===== config.mk =====
export PLATFORM = sky130hd
export DESIGN_NAME = seg7_display_ctrl
export DESIGN_NICKNAME = d
export VERILOG_FILES = /design/src/rtl/seg7_display_ctrl.sv
export SDC_FILE = /design/constraint.sdc
export NUM_CORES = 1
export LEC_CHECK = 0
export BUFFER_PORTS_ARGS = -buffer_cell sky130_fd_sc_hd__buf_2
export CAP_MARGIN = 20
export CORE_MARGIN = 4
export CORE_UTILIZATION = 53
export CTS_CLUSTER_DIAMETER = 30
export CTS_CLUSTER_SIZE = 24
export DETAILED_ROUTE_END_ITERATION = 8
export GPL_ROUTABILITY_DRIVEN = 0
export GPL_TIMING_DRIVEN = 0
export HOLD_SLACK_MARGIN = 0.06
export PLACE_DENSITY_LB_ADDON = 0.2
export SETUP_SLACK_MARGIN = 0.4
export SKIP_LAST_GASP = 1
export SYNTH_ARGS = -nofsm -noshare
export SYNTH_HDL_FRONTEND = slang
export SYNTH_SLANG_ARGS = --single-unit
export TNS_END_PERCENT = 1

===== constraint.sdc =====
create_clock -name clk -period 2.3 [get_ports clk]
set_input_delay 0 -clock clk [delete_from_list [all_inputs] [get_ports clk]]
set_output_delay 0 -clock clk [all_outputs]
set_load 0.02 [all_outputs]

===== src/rtl/seg7_display_ctrl.sv =====
// seg7_display_ctrl: Avalon-MM slave driving NUM_DIGITS active-low seven-segment
// digits from a 32-bit value. Hex or decimal (sequential double-dabble) display,
// leading-zero blanking, per-digit enable, overflow dashes and blinking.
module seg7_display_ctrl #(
  parameter int NUM_DIGITS = 4,
  parameter int BLINK_DIV  = 25_000_000
) (
  input  logic                    clk,
  input  logic                    reset,
  input  logic [1:0]              avs_address,
  input  logic                    avs_write,
  input  logic [31:0]             avs_writedata,
  input  logic                    avs_read,
  output logic [31:0]             avs_readdata,
  output logic [7*NUM_DIGITS-1:0] hex_out,
  output logic                    busy
);
  localparam int DW = 4*NUM_DIGITS;   // digit register width
  localparam int BW = DW + 4;         // BCD shifter, one spare nibble to catch overflow
  localparam int CW = $clog2(BLINK_DIV);

  typedef enum logic [1:0] {IDLE, HEX, CONV, LOAD} state_t;

  state_t            state, state_n;
  logic [31:0]       value;
  logic              mode, lzb, blink;
  logic [7:0]        mask;
  logic [31:0]       sh, sh_n;
  logic [BW-1:0]     bcd, bcd_n, adj;
  logic              conv_ovf, conv_ovf_n;
  logic [4:0]        cnt, cnt_n;
  logic [DW-1:0]     digits, dig_n;
  logic              ovf, ovf_n;
  logic [NUM_DIGITS-1:0] d_mask, d_mask_n;
  logic              d_lzb, d_lzb_n, d_blink, d_blink_n;
  logic [CW-1:0]     bcnt, bcnt_n;
  logic              phase, phase_n;
  logic [7*NUM_DIGITS-1:0] seg_n;
  logic              hz;
  logic [3:0]        dv;

  logic        wr_value, wr_ctrl, start, new_mode, hex_ovf;
  logic [31:0] new_value;
  logic        unused_bits;

  assign wr_value  = avs_write && (avs_address == 2'd0);
  assign wr_ctrl   = avs_write && (avs_address == 2'd1);
  assign start     = wr_value || wr_ctrl;
  assign new_value = wr_value ? avs_writedata : value;
  assign new_mode  = wr_ctrl ? avs_writedata[0] : mode;
  // Value does not fit in NUM_DIGITS hex digits; never true for 8 digits.
  assign hex_ovf   = (({32'd0, value}) >> DW) != 64'd0;
  assign unused_bits = ^{avs_writedata[31:16], avs_writedata[7:3], adj[BW-1]};

  function automatic logic [6:0] glyph(input logic [3:0] v);
    case (v)
      4'h0: glyph = 7'h40;  4'h1: glyph = 7'h79;  4'h2: glyph = 7'h24;  4'h3: glyph = 7'h30;
      4'h4: glyph = 7'h19;  4'h5: glyph = 7'h12;  4'h6: glyph = 7'h02;  4'h7: glyph = 7'h78;
      4'h8: glyph = 7'h00;  4'h9: glyph = 7'h10;  4'hA: glyph = 7'h08;  4'hB: glyph = 7'h03;
      4'hC: glyph = 7'h46;  4'hD: glyph = 7'h21;  4'hE: glyph = 7'h06;  default: glyph = 7'h0E;
    endcase
  endfunction

  // Software-visible registers
  always_ff @(posedge clk) begin
    if (reset) begin
      value <= '0;
      mode  <= 1'b0;
      lzb   <= 1'b0;
      blink <= 1'b0;
      mask  <= 8'hFF;
    end else begin
      if (wr_value) value <= avs_writedata;
      if (wr_ctrl) begin
        mode  <= avs_writedata[0];
        lzb   <= avs_writedata[1];
        blink <= avs_writedata[2];
        mask  <= avs_writedata[15:8];
      end
    end
  end

  // Registered read port; returns contents from before any same-cycle write
  always_ff @(posedge clk) begin
    if (reset) avs_readdata <= '0;
    else if (avs_read) begin
      case (avs_address)
        2'd0:    avs_readdata <= value;
        2'd1:    avs_readdata <= {16'd0, mask, 5'd0, blink, lzb, mode};
        2'd2:    avs_readdata <= {30'd0, ovf, busy};
        default: avs_readdata <= '0;
      endcase
    end else avs_readdata <= '0;
  end

  // Update FSM next state plus conversion datapath; any write restarts the update
  always_comb begin
    state_n    = state;
    sh_n       = sh;
    bcd_n      = bcd;
    conv_ovf_n = conv_ovf;
    cnt_n      = cnt;
    dig_n      = digits;
    ovf_n      = ovf;
    d_mask_n   = d_mask;
    d_lzb_n    = d_lzb;
    d_blink_n  = d_blink;
    adj        = bcd;
    if (start) begin
      state_n    = new_mode ? CONV : HEX;
      sh_n       = new_value;
      bcd_n      = '0;
      conv_ovf_n = 1'b0;
      cnt_n      = '0;
    end else begin
      case (state)
        HEX: begin
          dig_n     = value[DW-1:0];
          ovf_n     = hex_ovf;
          d_mask_n  = mask[NUM_DIGITS-1:0];
          d_lzb_n   = lzb;
          d_blink_n = blink;
          state_n   = IDLE;
        end
        CONV: begin
          for (int i = 0; i < NUM_DIGITS; i++)
            if (adj[4*i +: 4] >= 4'd5) adj[4*i +: 4] = adj[4*i +: 4] + 4'd3;
          bcd_n      = {adj[BW-2:0], sh[31]};
          sh_n       = {sh[30:0], 1'b0};
          // Digit values only grow, so any carry into the spare nibble is sticky.
          conv_ovf_n = conv_ovf || (bcd_n[BW-1 -: 4] != 4'd0);
          cnt_n      = cnt + 5'd1;
          if (cnt == 5'd31) state_n = LOAD;
        end
        LOAD: begin
          dig_n     = bcd[DW-1:0];
          ovf_n     = conv_ovf;
          d_mask_n  = mask[NUM_DIGITS-1:0];
          d_lzb_n   = lzb;
          d_blink_n = blink;
          state_n   = IDLE;
        end
        default: state_n = IDLE;
      endcase
    end
  end

  // Free-running blink divider
  always_comb begin
    bcnt_n  = bcnt + CW'(1);
    phase_n = phase;
    if (bcnt == CW'(BLINK_DIV-1)) begin
      bcnt_n  = '0;
      phase_n = ~phase;
    end
  end

  // Segment rendering from next-cycle display state so hex_out stays a flop
  always_comb begin
    seg_n = '0;
    hz    = 1'b1;
    dv    = '0;
    for (int d = NUM_DIGITS-1; d >= 0; d--) begin
      dv = dig_n[4*d +: 4];
      if (!d_mask_n[d])                               seg_n[7*d +: 7] = 7'h7F;
      else if (d_blink_n && phase_n)                  seg_n[7*d +: 7] = 7'h7F;
      else if (ovf_n)                                 seg_n[7*d +: 7] = 7'h3F;
      else if (d_lzb_n && dv == 4'd0 && hz && d != 0) seg_n[7*d +: 7] = 7'h7F;
      else                                            seg_n[7*d +: 7] = glyph(dv);
      hz = hz && (dv == 4'd0);
    end
  end

  // State, datapath and output registers
  always_ff @(posedge clk) begin
    if (reset) begin
      state    <= IDLE;
      sh       <= '0;
      bcd      <= '0;
      conv_ovf <= 1'b0;
      cnt      <= '0;
      digits   <= '0;
      ovf      <= 1'b0;
      d_mask   <= '1;
      d_lzb    <= 1'b0;
      d_blink  <= 1'b0;
      bcnt     <= '0;
      phase    <= 1'b0;
      busy     <= 1'b0;
      hex_out  <= {NUM_DIGITS{7'h40}};
    end else begin
      state    <= state_n;
      sh       <= sh_n;
      bcd      <= bcd_n;
      conv_ovf <= conv_ovf_n;
      cnt      <= cnt_n;
      digits   <= dig_n;
      ovf      <= ovf_n;
      d_mask   <= d_mask_n;
      d_lzb    <= d_lzb_n;
      d_blink  <= d_blink_n;
      bcnt     <= bcnt_n;
      phase    <= phase_n;
      busy     <= (state_n != IDLE);
      hex_out  <= seg_n;
    end
  end
endmodule

# ---- After elaboration in Yosys (flattened, before gate mapping)
# Memories as Yosys holds them, arrays and structs flattened.
# Cells that the tools add are included.
dict set report totals {
  memories 4
  mem_bits_ro 448
  reg_bits 212
  wordCells 119
  output_inout_bits 61
  inputBits 38
}
# memory words word_bits rd rd_ports_with_merged_regs wr line
set mem_list {}
lappend mem_list {{(name not given)} 16 7 1 0 0 56} ;# case (v)
lappend mem_list {{(name not given)} 16 7 1 0 0 56}
lappend mem_list {{(name not given)} 16 7 1 0 0 56}
lappend mem_list {{(name not given)} 16 7 1 0 0 56}
dict set report classes {
  n_bitwise 6
  n_lt_le_gt_ge 4
  reduce_logical 27
  muxes 41
  eq_ne 7
  addsub 6
}
# operator n
set op_table {}
lappend op_table {{two-way mux 32 bit} 3}
lappend op_table {{one-hot mux 32 bit (3 select lines)} 1}
lappend op_table {{nonzero test 64 bit} 1}
lappend op_table {{two-way mux 7 bit} 7}
lappend op_table {{two-way mux 6 bit} 8}
lappend op_table {{two-way mux 4 bit} 8}
lappend op_table {{one-hot mux 16 bit (2 select lines)} 1}
lappend op_table {{adder 25 x 1 -> 25 bit, second input constant} 1}
lappend op_table {{== test 25 bit, second input constant} 1}
lappend op_table {{adder 4 x 2 -> 4 bit, second input constant} 4}
lappend op_table {{greater-or-equal comparator 4 x 3 -> 1 bit, second input constant} 4}
lappend op_table {{two-way mux 16 bit} 1}
lappend op_table {{logical NOT 4 bit} 3}
lappend op_table {{OR reduction 3 bit} 4}
lappend op_table {{logical AND 1 bit} 9}
lappend op_table {{two-way mux 2 bit} 4}
lappend op_table {{OR reduction 2 bit} 4}
lappend op_table {{two-way mux 1 bit} 7}
lappend op_table {{== test 2 bit, second input constant} 3}
lappend op_table {{inverter 1 bit} 6}
lappend op_table {{adder 5 x 1 -> 5 bit, second input constant} 1}
lappend op_table {{== test 5 bit, second input constant} 1}
lappend op_table {{== test 2 x 1 -> 1 bit, second input constant} 2}
lappend op_table {{nonzero test 2 bit} 2}
lappend op_table {{other kinds (4)} 5}

# ---- Depth between registers and ports, before layout
dict set report depth {
  word_depth 11
  mapped_depth 12
  ltp_nobuf 9
}

# ---- Least setup slack after synthesis
# Ideal clock, no wire load.
dict set report synth_timing {
  path_type {flip-flop to flip-flop}
  start {register state[1]}
  end {register hex_out[7]}
  path_stages_with_launch 13
  required_ns 2.149
  period_less_slack_ns 2.424
  setup_time_ns 0.151
  slack_ns -0.124
  path_buffers 3
  t_arrival_ns 2.273
  cell_sequence {dfxtp_1 -> buf_4 -> buf_6 -> buf_6 -> mux2i_1 -> nor3_2 -> a21oi_4 -> ha_1 -> nand2_1 -> mux2i_1 -> and4_4 -> a2111oi_4 -> a41oi_1}
}
dict set report synth_via {
  elab_chain_cells 10
  word_cells_on_any_way 25
  cone_classes {2 x eq/ne; 14 x mux; 8 x reduce/logical; 1 x memory}
}
# item line
set synth_rtl {}
lappend synth_rtl {{from (decl)} 24} ;# state_t state, state_n;
lappend synth_rtl {{from (signal assigned)} 192} ;# state <= state_n;
lappend synth_rtl {{branches (longest 9 deep; another with memory (16 x 7 bit))} n/a}
lappend synth_rtl {{two-way mux 6 bit (*)} 165} ;# if (!d_mask_n[d]) seg_n[7*d +: 7] = 7'h7F;
lappend synth_rtl {{to (signal assigned)} 190} ;# hex_out <= {NUM_DIGITS{7'h40}};
lappend synth_rtl {{to (signal assigned)} 205} ;# hex_out <= seg_n;
lappend synth_rtl {{to (decl)} 15} ;# output logic [7*NUM_DIGITS-1:0] hex_out,
# Mark *: on every way between the ends.
# A chain may end at the register's enable or synchronous reset.

# ---- Worst setup path in the final report
dict set report layout_timing {
  start {register state[1]}
  end {register hex_out[13]}
}
dict set report layout_via {
  elab_chain_cells 8
  word_cells_on_any_way 25
  cone_classes {2 x eq/ne; 12 x mux; 1 x bitwise; 9 x reduce/logical; 1 x memory}
}
# item line
set layout_rtl {}
lappend layout_rtl {{== test 2 bit / == test 2 x 1 -> 1 bit (equally long branches)} 116} ;# case (state)
lappend layout_rtl {{one-hot mux 16 bit (2 select lines) (*)} 116}
lappend layout_rtl {{two-way mux 16 bit (*)} 109} ;# if (start) begin
lappend layout_rtl {{named net dig_n[4]} 32} ;# logic [DW-1:0] digits, dig_n;
lappend layout_rtl {{branches (longest 3 deep; another with memory (16 x 7 bit))} n/a}
lappend layout_rtl {{two-way mux 7 bit (*)} 168} ;# else if (d_lzb_n && dv == 4'd0 && hz && d != 0) seg_n[7*d +: 7] = 7'h7F;
lappend layout_rtl {{two-way mux 7 bit (*)} 167} ;# else if (ovf_n) seg_n[7*d +: 7] = 7'h3F;
# Mark *: on every way through the listed nets, which the timed path passes.

==> summary.md <==
| Metric | Value |
|---|---|
| CP endpoint kind | register |
| GRT Overall Usage | 26.4% |
| CP Data Arrival Time | 2.77 ns |
| Clk Tree Root Cell | clkbuf_16 |
| Sw Ratio | 22.1% |
| HPWL Detailed | 18400 um |
| Input/output buffers | 97 |
| Final-report setup violation count | 13 |
| CP startpoint kind | register |
| Asr flop ratio synth | 0% |
| Tot Pwr | 11.6 mW |
| Seq pwr share | 33.3% |
| Drt wl/cell | 17.8 um |
| Post-synthesis sequential area ratio | 42.8% |
| Largest net degree at the start of global routing | 11 |
| Via count | 8942 |
| Global route overflow | 0 |
| Clk pwr share | 59.6% |
| Worst Hold Depth | 4 |
| Hold/Removal Path Class | input pin to register |
| WHS | 0.110 ns |
| Core area | 18200 um^2 |
| Initial Util | 54.5% |
| Status | complete, but fails checks |
| Vias in the first global route | 8769 |
| Seq cells post-synth | 212 |
| Syn. warnings | 0 |
| Share of cells above drive strength 1 | 20.8% |
| P_int | 9.07 mW |
| Unrepaired setup endpoints after global routing | yes |
| Slew @ Worst Pin | 0.837 ns |
| Nets | 1399 |
| Antenna Cells | 0 |
| Worst EP required | 2.64 ns |
| Cell Area, Synth | 9920 um^2 |
| Synth Flop Type | dfxtp_1 |
| Routed Antenna Nets | 0 |
| Drt drc | 0 |
| Sw power | 2.57 mW |
| Max Root-Sink Buffers | 3 |
| TritonCTS clock tree | done |
| # H-tree levels | 2 |
| Die area | 21000 um^2 |
| GRT Max-Usage Layer | met2 |
| Slew margin rel. | 44.2% |
| Chip height | 145 um |
| Chip width | 145 um |
| Layout Utilization | 71.3% |
| Met1 usage | 33.9% |
| Core Rows | 49 |
| Final worst slack | -0.130 ns |
| LEAKAGE | 5.22 nW |
| Placed inst area | 10700 um^2 |
| Clock buffer count from CTS | 43 |
| Comb pwr share | 7.1% |
| Syn nets | 1201 |
| Min Tclk post-route | 2.43 ns |
| First-pass GRT wire length | 44200 um |
| Worst Path Class, Setup | register to register |
| Area Overhead vs Synth | 31.0% |
| Post-synth EDFFs | 0 |
| Sink Count | 212 |
| Peak VDD IR | 0.655 mV |
| Final Cell Area | 13000 um^2 |
| Yosys cell types | 65 |
| Final hold vios | 0 |
| Clock skew | 0.0104 ns |
| Antenna violations before repair | 0 |
| R2r worst-path depth | 12 |
| Crit path max fanout | 6 |
| Drt total wl | 28200 um |
| 1st-pass router iterations | 7 |
| Drt via density | 5.63 |
| GR Util met3 | 4.86% |
| Power per cell area | 897 nW/um^2 |
| Max Cap Viol | 0 |
| Failing checks | negative setup slack |
| I/O pins | 99 |
| Mapped Cells | 1128 |
| Clock-pin slew on the worst setup and hold paths | 0.05 ns |
| Mean Syn Cell Area | 8.79 um^2 |
| Initial DRC count | 615 |
| Final period util | 106% |
| Worst skew pair latency | 0.51 ns |
| Slew Limit Fails | 0 |
| Met2 usage | 43.5% |
| FMAX | 411 MHz |
-- cells by family after synthesis --
family	after synthesis	share of synthesized area [%]
fa+ha+maj	35	4.42
simple gates	453	21.7
flops	212	42.8
buf+inv	100	4.88
xor+xnor	37	3.46
compound gates	234	16.8
mux	57	5.88
-- sequential cells by signal, summed over array words and instances (netlist names) --
register / count
avs_readdata: 32
bcd: 19
bcnt: 25
blink: 1
busy: 1
cnt: 5
conv_ovf: 1
d_blink: 1
d_lzb: 1
d_mask: 4
digits: 16
hex_out: 28
lzb: 1
mask: 8
mode: 1
ovf: 1
phase: 1
sh: 32
state: 2
value: 32
-- synth_stat cells, types with 3 or more instances --
library cell / instances / area [um^2]
a21oi_4: 4 / 65.1
buf_4: 5 / 37.5
nor2_1: 83 / 312
a22oi_1: 3 / 22.5
inv_1: 23 / 86.3
nor3_2: 7 / 70.1
and2_1: 22 / 138
nor3b_1: 3 / 22.5
o21ai_0: 15 / 75.1
nor2b_1: 36 / 225
nand2b_1: 8 / 50.1
nor3_1: 21 / 105
a311oi_1: 30 / 263
nand2_1: 204 / 766
and3_1: 13 / 81.3
nand4_1: 6 / 37.5
clkbuf_1: 50 / 188
a21oi_1: 95 / 475
nand3b_1: 4 / 30.0
o211ai_1: 4 / 30.0
dfxtp_1: 212 / 4240
mux2i_1: 47 / 470
ha_1: 35 / 438
and4_1: 3 / 26.3
mux2_2: 10 / 113
a211oi_1: 32 / 240
buf_6: 7 / 78.8
xor2_1: 20 / 175
a211o_1: 10 / 87.6
a21oi_2: 8 / 70.1
nand3_1: 20 / 100
o22a_1: 3 / 26.3
or2_2: 6 / 37.5
nor4_1: 7 / 43.8
buf_2: 10 / 50.1
a31oi_1: 11 / 68.8
xnor2_1: 16 / 140
-- power by group through the flow --
stage	combinational, mW	clock [mW]	sequential, mW
after global routing	0.889	7.18	3.89
after floorplan	0.445	0	3.98
after global placement	0.726	0	3.95
final	0.824	6.94	3.88
after detailed placement	0.731	0	3.95
after CTS	0.805	7.00	3.88
-- critical path: stages (launching register included) --
cell      delay [ns]
dfxtp_2         0.31
buf_6           0.11
buf_12          0.13
buf_12          0.13
mux2i_2         0.20
nor3_2          0.09
a21oi_4         0.20
buf_6           0.13
inv_1           0.04
ha_2            0.20
mux2_4          0.27
a221oi_2        0.26
o211ai_1        0.19
-- path summary, 6_finish.rpt --
path	startpoint	endpoint	slack, ns
setup reg to reg	state[1]$_SDFF_PP0_	hex_out[13]$_SDFF_PP1_	-0.13
hold reg to reg	bcnt[0]$_SDFF_PP0_	bcnt[0]$_SDFF_PP0_	0.46
hold / removal	avs_address[0]	state[1]$_SDFF_PP0_	0.11
setup / recovery	state[1]$_SDFF_PP0_	hex_out[13]$_SDFF_PP1_	-0.13
-- final cells by class --
class,instances,area (um^2)
buffer,76,413
clock buffer,53,1180
clock inverter,24,442
fill,1371,5220
inverter,24,92.6
multi-input combinational,816,5330
sequential,212,4250
tap,229,287
timing repair buffer,153,1000
-- metal layers --
metal	routed length, um	part of all wire, %
met5	0	0
met4	1040	3.7
met3	1820	6.4
met2	13100	47
met1	12200	43
-- through the flow --
step	setup TNS, ns	worst slack (ns)	instances
floorplan	-0.0821	-0.0585	1128
global placement	-7.83	-0.454	1454
detailed placement	-7.75	-0.461	1454
CTS	-1.32	-0.117	1581
global route	-2.92	-0.195	1587
finish	-0.625	-0.130	1587
-- layout by cell type (no fill, tap or decap), drive strengths merged, types with 5 or more instances in the layout --
master	instances
o211ai	5
and3	13
a211oi	32
bufinv	12
a31oi	11
xor2	21
nand2b	8
mux2i	47
a21oi	107
mux2	10
a211o	10
o21ai	16
nand4	6
dfxtp	212
nand3	20
xnor2	16
inv	24
and2	22
clkbuf	103
ha	35
nor4	7
nand2	207
nor2b	36
a311oi	30
buf	143
or2	6
nor2	84
clkinv	8
nor3	29
dlygate4sd3	36
-- timing repair --
item / CTS / global route
hold buffers: 36 / 0
hold endpoints to repair: 78 / 0
setup endpoints to repair: 104 / 112
pin swaps: 5 / 8
setup buffers: 14 / 6
resized for setup: 16 / 15
Power figures use the tool's default switching activity.
